===== src/rtl/rr_grant_scheduler_pkg.sv =====
// Shared types and helpers for the round-robin grant scheduler.
package rr_grant_scheduler_pkg;

  localparam int MAX_N = 32;

  typedef enum logic {IDLE = 1'b0, GRANT = 1'b1} state_e;

  // One-hot rotate-left by one within the low n bits; bit n-1 wraps to bit 0.
  function automatic logic [MAX_N-1:0] rotl1(input logic [MAX_N-1:0] v, input int n);
    logic [MAX_N-1:0] mask;
    mask  = (MAX_N'(1) << n) - MAX_N'(1);
    rotl1 = ((v << 1) | (v >> (n - 1))) & mask;
  endfunction

  function automatic int onehot2bin(input logic [MAX_N-1:0] v);
    onehot2bin = 0;
    for (int i = 0; i < MAX_N; i++)
      if (v[i]) onehot2bin = i;
  endfunction

endpackage


===== src/rtl/rr_grant_scheduler_pick.sv =====
// Masked priority search: first set req bit at or above ptr, wrapping to bit 0.
module rr_pick #(
  parameter int N = 4
) (
  input  logic [N-1:0] req,
  input  logic [N-1:0] ptr,
  output logic [N-1:0] pick,
  output logic         vld
);
  logic [N-1:0] upper, src;

  // ptr is one-hot, so ~(ptr-1) covers ptr and every bit above it.
  assign upper = req & ~(ptr - N'(1));
  assign src   = (|upper) ? upper : req;
  assign pick  = src & (~src + N'(1));
  assign vld   = |req;
endmodule


===== src/rtl/rr_grant_scheduler.sv =====
// Round-robin scheduler with rotating one-hot pointer and hold-time limit.
module rr_grant_scheduler
  import rr_grant_scheduler_pkg::*;
#(
  parameter int N        = 4,
  parameter int MAX_HOLD = 8
) (
  input  logic                 clk,
  input  logic                 reset,
  input  logic [N-1:0]         req,
  input  logic [N-1:0]         done,
  output logic [N-1:0]         gnt,
  output logic [$clog2(N)-1:0] gnt_id,
  output logic                 busy,
  output logic                 timeout
);
  localparam int IDW = $clog2(N);
  localparam int HW  = $clog2(MAX_HOLD + 1);

  state_e         state_q, state_d;
  logic [N-1:0]   gnt_q, gnt_d, ptr_q, ptr_d;
  logic [IDW-1:0] gnt_id_q, gnt_id_d;
  logic [HW-1:0]  hold_q, hold_d;
  logic           timeout_q, timeout_d;

  logic [N-1:0]     pick;
  logic             pick_vld;
  logic [MAX_N-1:0] rot_full;
  logic             own_req, own_done, release_now;

  rr_pick #(.N(N)) u_pick (
    .req  (req),
    .ptr  (ptr_q),
    .pick (pick),
    .vld  (pick_vld)
  );

  assign own_req  = |(req & gnt_q);
  assign own_done = |(done & gnt_q);
  assign rot_full = rotl1(MAX_N'(gnt_q), N);

  always_comb begin
    state_d     = state_q;
    gnt_d       = gnt_q;
    gnt_id_d    = gnt_id_q;
    hold_d      = hold_q;
    ptr_d       = ptr_q;
    timeout_d   = 1'b0;
    release_now = 1'b0;
    case (state_q)
      IDLE: begin
        if (pick_vld) begin
          gnt_d    = pick;
          gnt_id_d = IDW'(onehot2bin(MAX_N'(pick)));
          hold_d   = '0;
          state_d  = GRANT;
        end
      end
      GRANT: begin
        // Normal release wins over the hold limit when both occur together.
        if (own_done || !own_req) begin
          release_now = 1'b1;
        end else if (hold_q == HW'(MAX_HOLD - 1)) begin
          release_now = 1'b1;
          timeout_d   = 1'b1;
        end else if (hold_q < HW'(MAX_HOLD)) begin
          hold_d = hold_q + HW'(1);
        end
        if (release_now) begin
          gnt_d   = '0;
          ptr_d   = rot_full[N-1:0];
          state_d = IDLE;
        end
      end
      default: state_d = IDLE;
    endcase
  end

  always_ff @(posedge clk or posedge reset) begin
    if (reset) begin
      state_q   <= IDLE;
      gnt_q     <= '0;
      gnt_id_q  <= '0;
      hold_q    <= '0;
      ptr_q     <= N'(1);
      timeout_q <= 1'b0;
    end else begin
      state_q   <= state_d;
      gnt_q     <= gnt_d;
      gnt_id_q  <= gnt_id_d;
      hold_q    <= hold_d;
      ptr_q     <= ptr_d;
      timeout_q <= timeout_d;
    end
  end

  assign gnt     = gnt_q;
  assign gnt_id  = gnt_id_q;
  assign busy    = (state_q == GRANT);
  assign timeout = timeout_q;
endmodule


===== config.mk =====
export PLATFORM = sky130hd
export DESIGN_NAME = rr_grant_scheduler
export DESIGN_NICKNAME = d
export VERILOG_FILES = /design/src/rtl/rr_grant_scheduler_pkg.sv /design/src/rtl/rr_grant_scheduler_pick.sv /design/src/rtl/rr_grant_scheduler.sv
export SDC_FILE = /design/constraint.sdc
export NUM_CORES = 1
export LEC_CHECK = 0
export CAP_MARGIN = 20
export CORE_ASPECT_RATIO = 0.75
export CORE_MARGIN = 5
export CORE_UTILIZATION = 30
export DETAILED_ROUTE_END_ITERATION = 6
export MAX_ROUTING_LAYER = met4
export SETUP_SLACK_MARGIN = 0.15
export SLEW_MARGIN = 20
export SYNTH_ARGS = -nofsm -noshare
export SYNTH_HDL_FRONTEND = slang
export SYNTH_SLANG_ARGS = --single-unit

===== constraint.sdc =====
create_clock -name clk -period 2.4 [get_ports clk]
set_clock_uncertainty 0.15 [all_clocks]
set_input_delay 0.36 -clock clk [delete_from_list [all_inputs] [get_ports clk]]
set_output_delay 0.36 -clock clk [all_outputs]
set_load 0.01 [all_outputs]

**Yosys cells after proc, flatten, opt, wreduce, memory -nomap -nowiden**

Index checks and enable logic that the tools add are counted.

- Order comparisons: 1
- Equality and inequality tests: 6
- Bitwise gates (word level): 8
- Muxes and demuxes: 20
- Add/sub/neg operators: 3
- Reductions and logical operators: 10

Operators by type and width:

| cell | count |
|---|---|
| two-way mux 4 bit | 7 |
| bitwise AND 4 bit | 4 |
| case mux 4 bit (2 select lines) | 2 |
| OR reduction 4 bit | 4 |
| adder 4 x 1 -> 4 bit (second input constant) | 2 |
| two-way mux 1 bit | 8 |
| inverter 4 bit | 2 |
| inequality test 2 bit (second input constant) | 3 |
| AND reduction 2 bit | 3 |
| equality test 4 x 3 -> 1 bit (second input constant) | 1 |
| < comparator 4 bit (second input constant) | 1 |
| two-way mux 2 bit | 2 |
| inequality test 2 x 1 -> 1 bit (second input constant) | 2 |
| bitwise OR 4 x 1 -> 4 bit | 1 |
| AND reduction 4 bit | 1 |
| subtractor 4 x 1 -> 4 bit (second input constant) | 1 |
| case mux 1 bit (2 select lines) | 1 |
| zero test 1 bit | 1 |
| logical OR 1 bit | 1 |
| inverter 1 bit | 1 |

- Output and inout port bits: 8
- Register bits after elaboration: 16
- Input port bits: 10
- Word-level logic and storage cells: 54

**Depth between registers and ports, before layout**

- Depth after elaboration: 11
- Depth in mapped cells: 7
- Gate-level depth less buffers: 7

**Modules after synthesis**

From an unflattened synthesis, not the netlist that was laid out.

- Cell total of the unflattened synthesis: 80
- Area total of the unflattened synthesis: 908.4 µm²

By module, submodules not included:

| module | instances | seq. area each (µm²) | area each (µm²) | cells an instance |
|---|---|---|---|---|
| rr_grant_scheduler | 1 | 401.6 | 754.5 | 59 |
| rr_pick | 1 | 0.0 | 153.9 | 21 |

**Least setup slack after synthesis**

No wires, ideal clock.

- Kind: flip-flop to flip-flop
- Start point: register ptr_q[0]
- End point: register gnt_id_q[0] (netlist: gnt_id[0])
- Stages on the path, launching flop included: 8
- Period minus slack after synthesis: 2.011 ns
- Path buffers: 0
- Required time: 2.129 ns
- Library setup time: 0.121 ns
- Data arrival time: 1.740 ns
- Path slack: 0.389 ns
- Path through: dfstp_2 inv_1 ha_1 a22o_1 a21oi_1 o221ai_1 nor2b_1 a22o_1

- Longest elaborated chain between the ends: 11

RTL lines:

| element | line | text |
|---|---|---|
| from (decl) | rr_grant_scheduler.sv:21 | `logic [N-1:0] gnt_q, gnt_d, ptr_q, ptr_d;` |
| from (signal assigned) | rr_grant_scheduler.sv:92 | `ptr_q <= ptr_d;` |
| subtractor 4 x 1 -> 4 bit (*) | rr_grant_scheduler_pick.sv:13 | `assign upper = req & ~(ptr - N'(1));` |
| inverter 4 bit (*) | rr_grant_scheduler_pick.sv:13 |  |
| bitwise AND 4 bit (*) | rr_grant_scheduler_pick.sv:13 |  |
| OR reduction 4 bit | rr_grant_scheduler_pick.sv:14 | `assign src = (\|upper) ? upper : req;` |
| two-way mux 4 bit (*) | rr_grant_scheduler_pick.sv:14 |  |
| inverter 4 bit | rr_grant_scheduler_pick.sv:15 | `assign pick = src & (~src + N'(1));` |
| adder 4 x 1 -> 4 bit | rr_grant_scheduler_pick.sv:15 |  |
| bitwise AND 4 bit (*) | rr_grant_scheduler_pick.sv:15 |  |
| two-way mux 1 bit | rr_grant_scheduler_pkg.sv:18 | `if (v[i]) onehot2bin = i;` |
| two-way mux 2 bit | rr_grant_scheduler_pkg.sv:18 |  |
| two-way mux 2 bit (*) | rr_grant_scheduler_pkg.sv:18 |  |
| to (signal assigned) | rr_grant_scheduler.sv:90 | `gnt_id_q <= gnt_id_d;` |
| to (decl) | rr_grant_scheduler.sv:22 | `logic [IDW-1:0] gnt_id_q, gnt_id_d;` |

Mark *: on every way between the ends. The rest lies on a longest branch, timed or not.
A chain may end at the register's enable or synchronous reset.

**Worst setup path in the final report**

Ends and elaborated chain as after synthesis.

==> flow_summary.json <==
{
  "io_pins": 18,
  "r2r-end": "gnt_id[0]",
  "cts_resized": 0,
  "peakVddDrop_mv": 0.553,
  "ys_warn_count": 0,
  "cp-start-kind": "register",
  "synth_cell_type_count": 43,
  "grt_pass1_wl_um": 3730,
  "grt_max_degree": 17,
  "cp_cell_sequence": "inv_1, ha_1, a22o_1, a21oi_1, o221ai_1, nor2b_1, a22o_1",
  "design_area_um2": 1270,
  "drive_gt1_frac": 0.191,
  "synth_seq_cells": 16,
  "clockBufferDepth": 2,
  "synth_ff_type": "dfrtp_1",
  "grt_pass1_vias": 755,
  "cap_violations": 0,
  "tns_ns": 0,
  "die_x_um": 75.6,
  "synth_area_leaders": "dfrtp_1 (39%), mux2_4 (4.7%), a22oi_1 (3.9%)",
  "timing.fmax_mhz": 468,
  "async_flop_share": 1.00,
  "die_h_um": 59.2,
  "path_common_cell": "a22o_1",
  "setup_viol": 0,
  "syn_inst": 91,
  "nNetsFinal": 128,
  "slew_violations": 0,
  "place_congestion": 0.844,
  "path_class": "register to register",
  "antenna_found_initial": 0,
  "synth.yosys.seq_area_share": 0.415,
  "leakage_uw": 0.000557,
  "hold_buffers": 0,
  "antenna_cells": 0,
  "cts_root_buf": "clkbuf_8",
  "min_path_type": "input pin to asynchronous set/reset pin",
  "cp-end-kind": "register",
  "max_stage_delay_ns": 0.53,
  "finalPower_uw": 1680,
  "place_area_um2": 1210,
  "critPathArrivalTime_ns": 2.12,
  "numCtsBuffers": 3,
  "areaGrowthSynthToFinish_pct": 31.0,
  "drt-pass1-iter-count": 4,
  "yosysTopAreaCell": "dfrtp_1",
  "drcViolationCount": 0,
  "clk_pin_slew_worst_paths_ns": 0.06,
  "synth_top_area_frac": 0.388,
  "core_um2": 3020,
  "dp_cells": 149,
  "vias_per_cell": 5.30,
  "hold_viol": 0,
  "crit_fanout": 3,
  "drt_wl_total_um": 2280,
  "vias": 811,
  "track_usage": 0.113,
  "fin_cells": 153,
  "cts_setup_buffers": 0,
  "synthesis.area_um2": 968,
  "tritoncts": "built",
  "min_period_ns": 2.14,
  "io_buffers": 17,
  "route.detailed.wl_per_inst_um": 14.9,
  "rows": 17,
  "status": "finished clean",
  "cpMaxStageDelayCell": "dfstp_2",
  "overflow": 0,
  "synth_edf_count": 0,
  "crit_required_ns": 2.38,
  "p_per_area_nw_per_um2": 1330,
  "rr_startpoint": "ptr_q[0]",
  "n_fill_cell": 283,
  "tightest_slew_ns": 0.604,
  "syn_nets": 103,
  "hold_ws_ns": 0.332,
  "syn_avg_cell_area_um2": 10.6,
  "htreeDepth": 1,
  "postRouteAntennaNets": 0,
  "fin_crit_sh": 0.891,
  "cts_sinks": 16,
  "rrSetupSlack_ns": 0.26,
  "insertion_delay_ns": 0.25,
  "start_util": 0.321,
  "relSlewSlack": 0.597,
  "drt_iter0_markers": 23,
  "dp.final_hpwl_um": 1770,
  "die_area_um2": 4480,
  "rsz0062_at_grt": "no",
  "r2r_cells": 7
}
-- flip-flops by register name (all words and copies together) (netlist names) --
| name | flops |
|---|---|
| busy | 1 |
| gnt | 4 |
| gnt_id | 2 |
| hold_q | 4 |
| ptr_q | 4 |
| timeout | 1 |
-- cell usage after synthesis, types with 2 or more instances --
cell,n
inv_1,6
or2_1,2
nor2_1,4
o211ai_1,3
o21ai_1,2
a22o_1,4
dfrtp_1,15
nor2b_1,2
a21oi_1,3
buf_2,2
a22oi_1,5
mux2_4,3
a32o_1,3
nand2_1,4
o22ai_1,2
and2_1,2
o21ai_0,2
ha_1,2
-- worst max-delay path by stage --
stage | from | end | slack (ns) | cells past startpoint
floorplan | ptr_q[0] | gnt_id[0] | 0.39 | 7
global placement | req[0] | gnt[0] | 0.17 | 7
detailed placement | req[3] | ptr_q[3] | 0.19 | 6
CTS | ptr_q[0] | gnt_id[0] | 0.29 | 7
global route | ptr_q[0] | gnt_id[0] | 0.21 | 7
finish | ptr_q[0] | gnt_id[0] | 0.26 | 7
-- metrics by stage --
stage,util,worst slack (ns)
6_report,0.420,0.262
5_1_grt,0.420,0.215
4_1_cts,0.420,0.290
3_5_place_dp,0.402,0.188
3_3_place_gp,0.402,0.169
2_1_floorplan,-,0.389
-- cells in the final DEF (no fill, tap or decap), types with 2 or more instances in the layout --
| cell | synthesis | final |
|---|---|---|
| or2_1 | 2 | 2 |
| ha_1 | 2 | 2 |
| buf_4 | 1 | 6 |
| inv_1 | 6 | 6 |
| o21ai_1 | 2 | 2 |
| o22ai_1 | 2 | 2 |
| clkdlybuf4s50_1 | 0 | 17 |
| o21ai_0 | 2 | 2 |
| nor2_1 | 4 | 4 |
| clkbuf_8 | 0 | 4 |
| mux2_4 | 3 | 3 |
| a21oi_1 | 3 | 3 |
| and2_1 | 2 | 2 |
| a22o_1 | 4 | 4 |
| dfrtp_1 | 15 | 15 |
| nor2b_1 | 2 | 2 |
| a22oi_1 | 5 | 5 |
| a32o_1 | 3 | 3 |
| nand2_1 | 4 | 4 |
| o211ai_1 | 3 | 3 |
-- power breakdown --
part           internal (uW)  switching [uW]
clock                    145            88.5
sequential               376             148
combinational            488             438
total                   1010             674
-- logic make-up after synthesis --
group / share of synthesized area
adder cells (fa/ha/maj): 0.0258
AO/OA/AOI/OAI: 0.264
AND/OR/NAND/NOR: 0.168
multiplexers: 0.0685
XOR/XNOR: 0.0181
buffers and inverters: 0.0413
flip-flops: 0.415
-- final cells by class --
cell class | count | area (um2) | share of cell area
Inverter | 6 | 22.5 | 0.0178
Timing Repair Buffer | 23 | 215 | 0.170
Sequential cell | 16 | 402 | 0.317
Clock buffer | 4 | 55.1 | 0.0434
Tap cell | 38 | 47.5 | 0.0375
Multi-Input combinational cell | 66 | 527 | 0.415
-- routing by layer --
layer	global-route usage	vias up	routed length, um
met5	-	-	0
met2	0.150	27	954
met3	0.0407	0	150
met4	0.0200	0	0
met1	0.164	378	1170
li1	-	406	-
-- critical path: cells and delay by family (launching register included) --
| family | cells | cell delay (ns) |
|---|---|---|
| AND/OR/NAND/NOR | 1 | 0.17 |
| flip-flops | 1 | 0.53 |
| AO/OA/AOI/OAI | 4 | 0.80 |
| buffers and inverters | 1 | 0.05 |
| adder cells (fa/ha/maj) | 1 | 0.33 |
(Power assumes the default switching activity.)
